$ cat src/rtl/flash_word_reader_pkg.sv
// ---------------------------------------------------------------------------
// flash_word_reader_pkg
// Shared definitions for the flash word reader: FSM state encoding, the number
// of bytes per assembled word and the flash byte-address width.
// ---------------------------------------------------------------------------
package flash_word_reader_pkg;

  localparam int WORD_BYTES = 4;
  localparam int FLASH_AW   = 24;

  typedef enum logic [2:0] {
    ST_IDLE      = 3'd0,
    ST_ISSUE     = 3'd1,
    ST_WAIT_BYTE = 3'd2,
    ST_PUSH      = 3'd3,
    ST_HOLD      = 3'd4
  } state_e;

endpackage

$ cat src/rtl/flash_word_reader_sync_fifo.sv
// ---------------------------------------------------------------------------
// sync_fifo
// Single-clock FIFO, DEPTH must be a power of two.
// Ports:
//   clk_i, rst_i   clock, synchronous active-high reset (empties the FIFO)
//   push_i/data_i  write request and data; accepted when not full, or when
//                  full and a pop happens in the same cycle
//   pop_i          read request; accepted when not empty
//   data_o         head entry (zero while empty)
//   full_o/empty_o occupancy flags
// A push into an empty FIFO is not bypassed: empty_o drops the cycle after.
// ---------------------------------------------------------------------------
module sync_fifo #(
  parameter int WIDTH = 32,
  parameter int DEPTH = 4
) (
  input  logic             clk_i,
  input  logic             rst_i,
  input  logic             push_i,
  input  logic [WIDTH-1:0] data_i,
  input  logic             pop_i,
  output logic [WIDTH-1:0] data_o,
  output logic             full_o,
  output logic             empty_o
);

  localparam int AW = (DEPTH > 1) ? $clog2(DEPTH) : 1;

  logic [WIDTH-1:0] mem_q [DEPTH];
  logic [AW:0]      wr_ptr_q;
  logic [AW:0]      rd_ptr_q;
  logic             do_push;
  logic             do_pop;

  // Extra pointer MSB distinguishes full from empty when the indices match.
  assign empty_o = (wr_ptr_q == rd_ptr_q);
  assign full_o  = (wr_ptr_q[AW] != rd_ptr_q[AW]) &&
                   (wr_ptr_q[AW-1:0] == rd_ptr_q[AW-1:0]);

  assign do_pop  = pop_i && !empty_o;
  assign do_push = push_i && (!full_o || do_pop);

  assign data_o  = empty_o ? '0 : mem_q[rd_ptr_q[AW-1:0]];

  always_ff @(posedge clk_i) begin
    if (rst_i) begin
      wr_ptr_q <= '0;
      rd_ptr_q <= '0;
    end else begin
      if (do_push) wr_ptr_q <= wr_ptr_q + 1'b1;
      if (do_pop)  rd_ptr_q <= rd_ptr_q + 1'b1;
    end
  end

  always_ff @(posedge clk_i) begin
    if (do_push) mem_q[wr_ptr_q[AW-1:0]] <= data_i;
  end

endmodule

$ cat src/rtl/flash_word_reader.sv
// ---------------------------------------------------------------------------
// flash_word_reader
// Reads a burst of bytes from an SPI flash controller, packs them
// little-endian into 32-bit words and queues the words in a small FIFO.
// Ports:
//   clk, rst                 clock, synchronous active-high reset
//   req_valid/req_ready      burst request handshake (req_ready only in IDLE)
//   req_addr, req_words      first byte address, word count (0 means 256)
//   word_data/word_valid/
//   word_ready               FIFO head output stream
//   busy, done               burst in progress, one-cycle end-of-burst pulse
//   flash_valid, flash_addr  byte read request to the flash controller
//   flash_data, flash_ready  returned byte and its one-cycle strobe
//   dbg_state                current FSM state
//
// Handshakes: a transfer happens on a rising edge where valid and ready are
// both high; the data travels with valid. req_*: ready depends on state only.
// word_*: valid is FIFO not-empty. flash_*: flash_valid holds, with a stable
// flash_addr, until the controller returns flash_ready for one cycle; the
// controller must not pulse flash_ready without an outstanding flash_valid.
// ---------------------------------------------------------------------------
module flash_word_reader
  import flash_word_reader_pkg::*;
#(
  parameter int FIFO_DEPTH = 4
) (
  input  logic                clk,
  input  logic                rst,
  input  logic                req_valid,
  output logic                req_ready,
  input  logic [FLASH_AW-1:0] req_addr,
  input  logic [7:0]          req_words,
  output logic [31:0]         word_data,
  output logic                word_valid,
  input  logic                word_ready,
  output logic                busy,
  output logic                done,
  output logic                flash_valid,
  output logic [FLASH_AW-1:0] flash_addr,
  input  logic [7:0]          flash_data,
  input  logic                flash_ready,
  output state_e              dbg_state
);

  state_e              state_q;
  logic [FLASH_AW-1:0] addr_q;
  logic                flash_valid_q;
  logic [8:0]          remaining_q;
  logic [1:0]          byte_idx_q;
  logic [31:0]         word_q;
  logic                done_q;

  logic                fifo_full;
  logic                fifo_empty;
  logic                fifo_pop;
  logic                fifo_push;

  assign fifo_pop  = word_ready && !fifo_empty;
  // A full FIFO still takes the word when the head leaves in the same cycle.
  assign fifo_push = (state_q == ST_PUSH) && (!fifo_full || fifo_pop);

  // flash_valid is registered: it rises on the edge that leaves ISSUE and
  // falls on the edge that captures the byte, so the ISSUE cycle that
  // follows every byte is the mandatory low gap between reads.
  always_ff @(posedge clk) begin
    if (rst) begin
      state_q       <= ST_IDLE;
      addr_q        <= '0;
      flash_valid_q <= 1'b0;
      remaining_q   <= '0;
      byte_idx_q    <= '0;
      word_q        <= '0;
      done_q        <= 1'b0;
    end else begin
      done_q <= 1'b0;
      case (state_q)
        ST_IDLE: begin
          if (req_valid) begin
            addr_q      <= req_addr;
            remaining_q <= (req_words == 8'd0) ? 9'd256 : {1'b0, req_words};
            byte_idx_q  <= '0;
            state_q     <= ST_ISSUE;
          end
        end
        ST_ISSUE: begin
          flash_valid_q <= 1'b1;
          state_q       <= ST_WAIT_BYTE;
        end
        ST_WAIT_BYTE: begin
          if (flash_ready) begin
            flash_valid_q                 <= 1'b0;
            word_q[{byte_idx_q, 3'b000} +: 8] <= flash_data;
            addr_q                        <= addr_q + 24'd1;
            byte_idx_q                    <= byte_idx_q + 2'd1;
            state_q <= (byte_idx_q == 2'(WORD_BYTES - 1)) ? ST_PUSH : ST_ISSUE;
          end
        end
        ST_PUSH: begin
          if (fifo_push) state_q <= ST_HOLD;
        end
        ST_HOLD: begin
          remaining_q <= remaining_q - 9'd1;
          if (remaining_q == 9'd1) begin
            done_q  <= 1'b1;
            state_q <= ST_IDLE;
          end else begin
            state_q <= ST_ISSUE;
          end
        end
        default: state_q <= ST_IDLE;
      endcase
    end
  end

  sync_fifo #(
    .WIDTH (32),
    .DEPTH (FIFO_DEPTH)
  ) u_fifo (
    .clk_i   (clk),
    .rst_i   (rst),
    .push_i  (fifo_push),
    .data_i  (word_q),
    .pop_i   (fifo_pop),
    .data_o  (word_data),
    .full_o  (fifo_full),
    .empty_o (fifo_empty)
  );

  assign req_ready   = (state_q == ST_IDLE);
  assign busy        = (state_q != ST_IDLE);
  assign done        = done_q;
  assign word_valid  = !fifo_empty;
  assign flash_valid = flash_valid_q;
  assign flash_addr  = addr_q;
  assign dbg_state   = state_q;

endmodule
$ cat config.mk
export PLATFORM = sky130hd
export DESIGN_NAME = flash_word_reader
export DESIGN_NICKNAME = d
export VERILOG_FILES = /design/src/rtl/flash_word_reader_pkg.sv /design/src/rtl/flash_word_reader_sync_fifo.sv /design/src/rtl/flash_word_reader.sv
export SDC_FILE = /design/constraint.sdc
export NUM_CORES = 1
export LEC_CHECK = 0
export ABC_AREA = 1
export BUFFER_PORTS_ARGS = -buffer_cell sky130_fd_sc_hd__buf_2
export CORE_UTILIZATION = 48
export DETAILED_ROUTE_END_ITERATION = 8
export GPL_TIMING_DRIVEN = 0
export PLACE_DENSITY = 0.68
export SYNTH_ARGS = -nofsm -noshare
export SYNTH_HDL_FRONTEND = slang
export SYNTH_SLANG_ARGS = --single-unit
$ cat constraint.sdc
create_clock -name clk -period 5.35 [get_ports clk]
set_input_delay 0.2675 -clock clk [delete_from_list [all_inputs] [get_ports clk]]
set_output_delay 0.2675 -clock clk [all_outputs]
set_load 0.03 [all_outputs]
==> impl_results.html <==
<table>
<tr><th>Metric</th><th>Value</th></tr>
<tr><th colspan="2">STA</th></tr>
<tr><td>Unrepaired setup endpoints after global routing</td><td>false</td></tr>
<tr><td>Accumulated negative setup slack</td><td>0 ns</td></tr>
<tr><td>Worst setup slack after layout</td><td>between 2 and 3 ns</td></tr>
<tr><td>Setup Viol. Count Final</td><td>0</td></tr>
<tr><td>Setup clock skew after layout</td><td>approximately 0.019 ns</td></tr>
<tr><td>Relative max-transition margin</td><td>55.41%</td></tr>
<tr><td>Endpoints failing hold</td><td>0</td></tr>
<tr><td>Actual slew at the worst max-slew pin</td><td>0.6673 ns</td></tr>
<tr><td>Fmax</td><td>approximately 370 MHz</td></tr>
<tr><td>Period utilization</td><td>50.95%</td></tr>
<tr><td>Shortest clock period the worst path allows after layout</td><td>around 2.7 ns</td></tr>
<tr><td>Max-slew violation total from the final report</td><td>0</td></tr>
<tr><th colspan="2">Global routing</th></tr>
<tr><td>Global-route wire length before repair</td><td>between 30,000 and 40,000 µm</td></tr>
<tr><td>Number of antenna violations at the first check in global routing</td><td>0</td></tr>
<tr><td>Via count of the first global-routing pass</td><td>between 7,000 and 8,000</td></tr>
<tr><td>Pin count of the biggest net entering global routing</td><td>23</td></tr>
<tr><td>Total global-route track usage</td><td>23.49%</td></tr>
<tr><td>Total gr overflow</td><td>0</td></tr>
<tr><th colspan="2">Floorplan</th></tr>
<tr><td>Number of top-level pins</td><td>109</td></tr>
<tr><td>Die Width</td><td>approximately 140 µm</td></tr>
<tr><td>Vert. Die Dim</td><td>142.0 µm</td></tr>
<tr><td>Number of placement rows</td><td>50</td></tr>
<tr><td>Full die area</td><td>20,150 µm²</td></tr>
<tr><td>Core region area</td><td>about 19,000 µm²</td></tr>
<tr><td>Initial Utilization</td><td>49.60%</td></tr>
<tr><th colspan="2">Synthesis</th></tr>
<tr><td>Post-Syn Area per Cell</td><td>9.006 µm²</td></tr>
<tr><td>Ranking of synthesized cells by area</td><td>edfxtp_1 41%, dfxtp_1 17%, nor2_1 7.7%</td></tr>
<tr><td>Leading register cell type out of synthesis</td><td>edfxtp_1</td></tr>
<tr><td>Netlist cell types</td><td>38</td></tr>
<tr><td>Nets in the synthesized netlist</td><td>1,102</td></tr>
<tr><td>Sequential area share after synthesis</td><td>between 50% and 60%</td></tr>
<tr><td>Synthesized cell area</td><td>9403 µm²</td></tr>
<tr><td>Top cell type's share of synthesized area</td><td>40.88%</td></tr>
<tr><td>Post-synthesis instance total</td><td>about 1,000</td></tr>
<tr><td>Number of synthesized register bits</td><td>roughly 210</td></tr>
<tr><td>Proportion of register bits with asynchronous set or reset after synthesis</td><td>0%</td></tr>
<tr><td>Post-synth top area cell</td><td>edfxtp_1</td></tr>
<tr><td>Post-synth EDFFs</td><td>about 130</td></tr>
<tr><td>YS warnings</td><td>0</td></tr>
<tr><th colspan="2">Clocking</th></tr>
<tr><td>Number of buffers inserted during clock tree synthesis</td><td>23</td></tr>
<tr><td>Hold-fix buffers at CTS</td><td>0</td></tr>
<tr><td>H-tree lvl count</td><td>1</td></tr>
<tr><td>Root buf cell</td><td>clkbuf_16</td></tr>
<tr><td>Post_cts resized</td><td>0</td></tr>
<tr><td>CTS tree</td><td>yes</td></tr>
<tr><td>Post-CTS clock slew at the launch and capture registers of the worst setup and hold paths</td><td>0.07 ns</td></tr>
<tr><td>Number of buffers inserted by post-CTS setup repair</td><td>0</td></tr>
<tr><td>Worst skew pair latency</td><td>0.52 ns</td></tr>
<tr><td>Max Root-Sink Buffers</td><td>3</td></tr>
<tr><td>Clock Sink Count</td><td>208</td></tr>
<tr><th colspan="2">Critical path</th></tr>
<tr><td>Crit path max-delay family</td><td>buffers and inverters</td></tr>
<tr><td>CP required</td><td>between 5 and 6 ns</td></tr>
<tr><td>Slowest stage cell, crit path</td><td>clkbuf_1</td></tr>
<tr><td>Kind of start point of the critical path</td><td>flop</td></tr>
<tr><td>Worst Path Arrival</td><td>approximately 2.5 ns</td></tr>
<tr><td>Kind of critical path</td><td>flop to primary output</td></tr>
<tr><td>Crit. End Element</td><td>primary output</td></tr>
<tr><td>Chain of cells forming the critical path</td><td>buf_2, inv_2, clkbuf_1, nor2_1, o32ai_1, nand2_1, inv_1, buf_2</td></tr>
<tr><td>Worst path buffer plus inverter count</td><td>5</td></tr>
<tr><td>Top cell by count, worst path</td><td>buf_2</td></tr>
<tr><td>Slowest stage delay, CP</td><td>~0.5 ns</td></tr>
<tr><td>Max Fanout on Critical Path</td><td>10</td></tr>
<tr><th colspan="2">Drt</th></tr>
<tr><td>Wirelength per Cell</td><td>between 15 and 20 µm</td></tr>
<tr><td>Count of nets left with antenna violations after detail routing</td><td>0</td></tr>
<tr><td>Via count</td><td>7,679</td></tr>
<tr><td>Routed via count divided by cell count</td><td>between 5 and 6</td></tr>
<tr><td>Final WL</td><td>approximately 23,000 µm</td></tr>
<tr><td>Detailed-route DRC error count</td><td>0</td></tr>
<tr><td>Total iterations of the first detailed-routing run</td><td>5</td></tr>
<tr><td>Iter 0 DRT Violations</td><td>620</td></tr>
<tr><th colspan="2">Final layout</th></tr>
<tr><td>Number of diodes</td><td>0</td></tr>
<tr><td>Layout area overhead</td><td>18.23%</td></tr>
<tr><td>Share of final-layout standard cells stronger than drive strength 1</td><td>roughly 16%</td></tr>
<tr><td>Net count of the finished layout</td><td>roughly 1,200</td></tr>
<tr><th colspan="2">Power</th></tr>
<tr><td>LEAKAGE</td><td>4.414 nW</td></tr>
<tr><td>Worst ir drop on vdd</td><td>between 0.2 and 0.25 mV</td></tr>
<tr><td>Power density over cell area</td><td>around 420 nW/µm²</td></tr>
<tr><th colspan="2">Place</th></tr>
<tr><td>Routability congestion estimate from global placement</td><td>0.9137</td></tr>
<tr><td>Number of port buffers</td><td>roughly 110</td></tr>
<tr><td>Half-perimeter wire length after detailed placement</td><td>roughly 16,000 µm</td></tr>
<tr><td>Worst slack after detailed placement</td><td>approximately 2.8 ns</td></tr>
<tr><th colspan="2">Run status</th></tr>
<tr><td>Run status</td><td>finished clean</td></tr>
<tr><th colspan="2">Hold path</th></tr>
<tr><td>Classification of the worst-slack hold path</td><td>input port to flop</td></tr>
<tr><th colspan="2">Flow run</th></tr>
<tr><td>Max cap viols</td><td>0</td></tr>
</table>
[cell usage after synthesis (3+ instances only)]
cell,number
inv_1,90
nor3_1,17
nand2_1,183
clkbuf_1,34
nand3b_1,3
or2_2,5
edfxtp_1,128
nand2_4,6
ha_1,13
nor3b_1,3
nand3_1,59
nor4_1,3
buf_2,5
buf_6,4
nor2_4,3
o32ai_1,32
dfxtp_1,80
o21a_1,3
nor2_1,192
a21oi_1,76
o22ai_1,5
inv_2,5
o211ai_1,4
o21ai_0,62
buf_4,3
nand4_1,9
buf_1,3
[layout make-up]
type | count | area, µm²
flip-flops and latches | 208 | 5445
plain buffers | 49 | 231.5
multi-input cells | 690 | 3387
clock buffers | 27 | 600.6
repair buffers | 111 | 638.1
inverters | 97 | 369.1
well taps | 260 | 325.3
fillers | 1692 | 7839
clock inverters | 15 | 120.1
[layout by cell type, fill, tap and decap left out, drive strengths merged, types with 2 or more instances in the layout]
master    instances
nor2            195
nand2           191
edfxtp          128
buf             126
inv              98
dfxtp            80
a21oi            76
o21ai            64
clkbuf           61
nand3            59
o32ai            32
nor3             17
ha               13
clkinv           11
nand4             9
o22ai             5
or2               5
o211ai            4
nor4              3
nor3b             3
nand3b            3
o21a              3
xor2              2
clkinvlp          2
[worst paths after layout]
kind,from,end,slack [ns],cells after the start
worst max-delay path,flop,word_data[6],2.62,8
worst min-delay path,req_addr[10],flash_addr[10],0.04,3
worst max register to register,byte_idx_q[0],word_q[7],2.77,9
worst min register to register,u_fifo.wr_ptr_q[2],u_fifo.wr_ptr_q[2],0.47,2
[sequential cells by signal (all words and copies together), names as in the netlist, named ones only]
| signal | flops |
|---|---|
| byte_idx_q | 2 |
| u_fifo.rd_ptr_q | 3 |
| flash_valid | 1 |
| u_fifo.wr_ptr_q | 3 |
| word_q | 32 |
| u_fifo.mem_q | 128 |
| done | 1 |
| dbg_state | 3 |
| flash_addr | 24 |
| remaining_q | 9 |
[cell families after synthesis]
kind of cell	after synthesis	synth area share (%)
xor+xnor	3	0.2795
buf+inv	146	6.387
fa+ha+maj	13	1.730
compound gates	188	11.79
flops	208	57.91
simple gates	486	21.90
[per-layer routing]
metal	part of all wire, %	routed length, µm	global-route usage, %	vias to the layer above
met5	0	0	0	-
met4	2.4	571	8.432	0
met3	6.6	1536	3.297	42
met1	44	10360	31.35	3562
li1	-	-	-	3814
met2	47	10850	39.18	261
[report_power, final]
part | switching (mW) | internal (mW)
Sequential | 0.0851 | 1.77
Combinational | 0.926 | 0.379
Clock | 0.639 | 0.860
Total | 1.65 | 3.01
[worst min-delay path, cell delays in order]
cell and delay, ns:
buf_2 0.08, o22ai_1 0.07, a21oi_1 0.11
[metrics by stage]
stage	power [mW]	utilization, %	area (µm²)	cells	hold slack [ns]
floorplan	2.796	-	9403	1044	0.4316
global placement	3.179	54.15	10260	1411	0.4474
detailed placement	3.197	54.84	10400	1415	0.4597
CTS	4.686	58.65	11120	1457	0.03222
global route	4.887	58.65	11120	1457	0.06262
finish	4.663	58.65	11120	1457	0.04224
No activity file was read; power rests on OpenSTA's default activity.
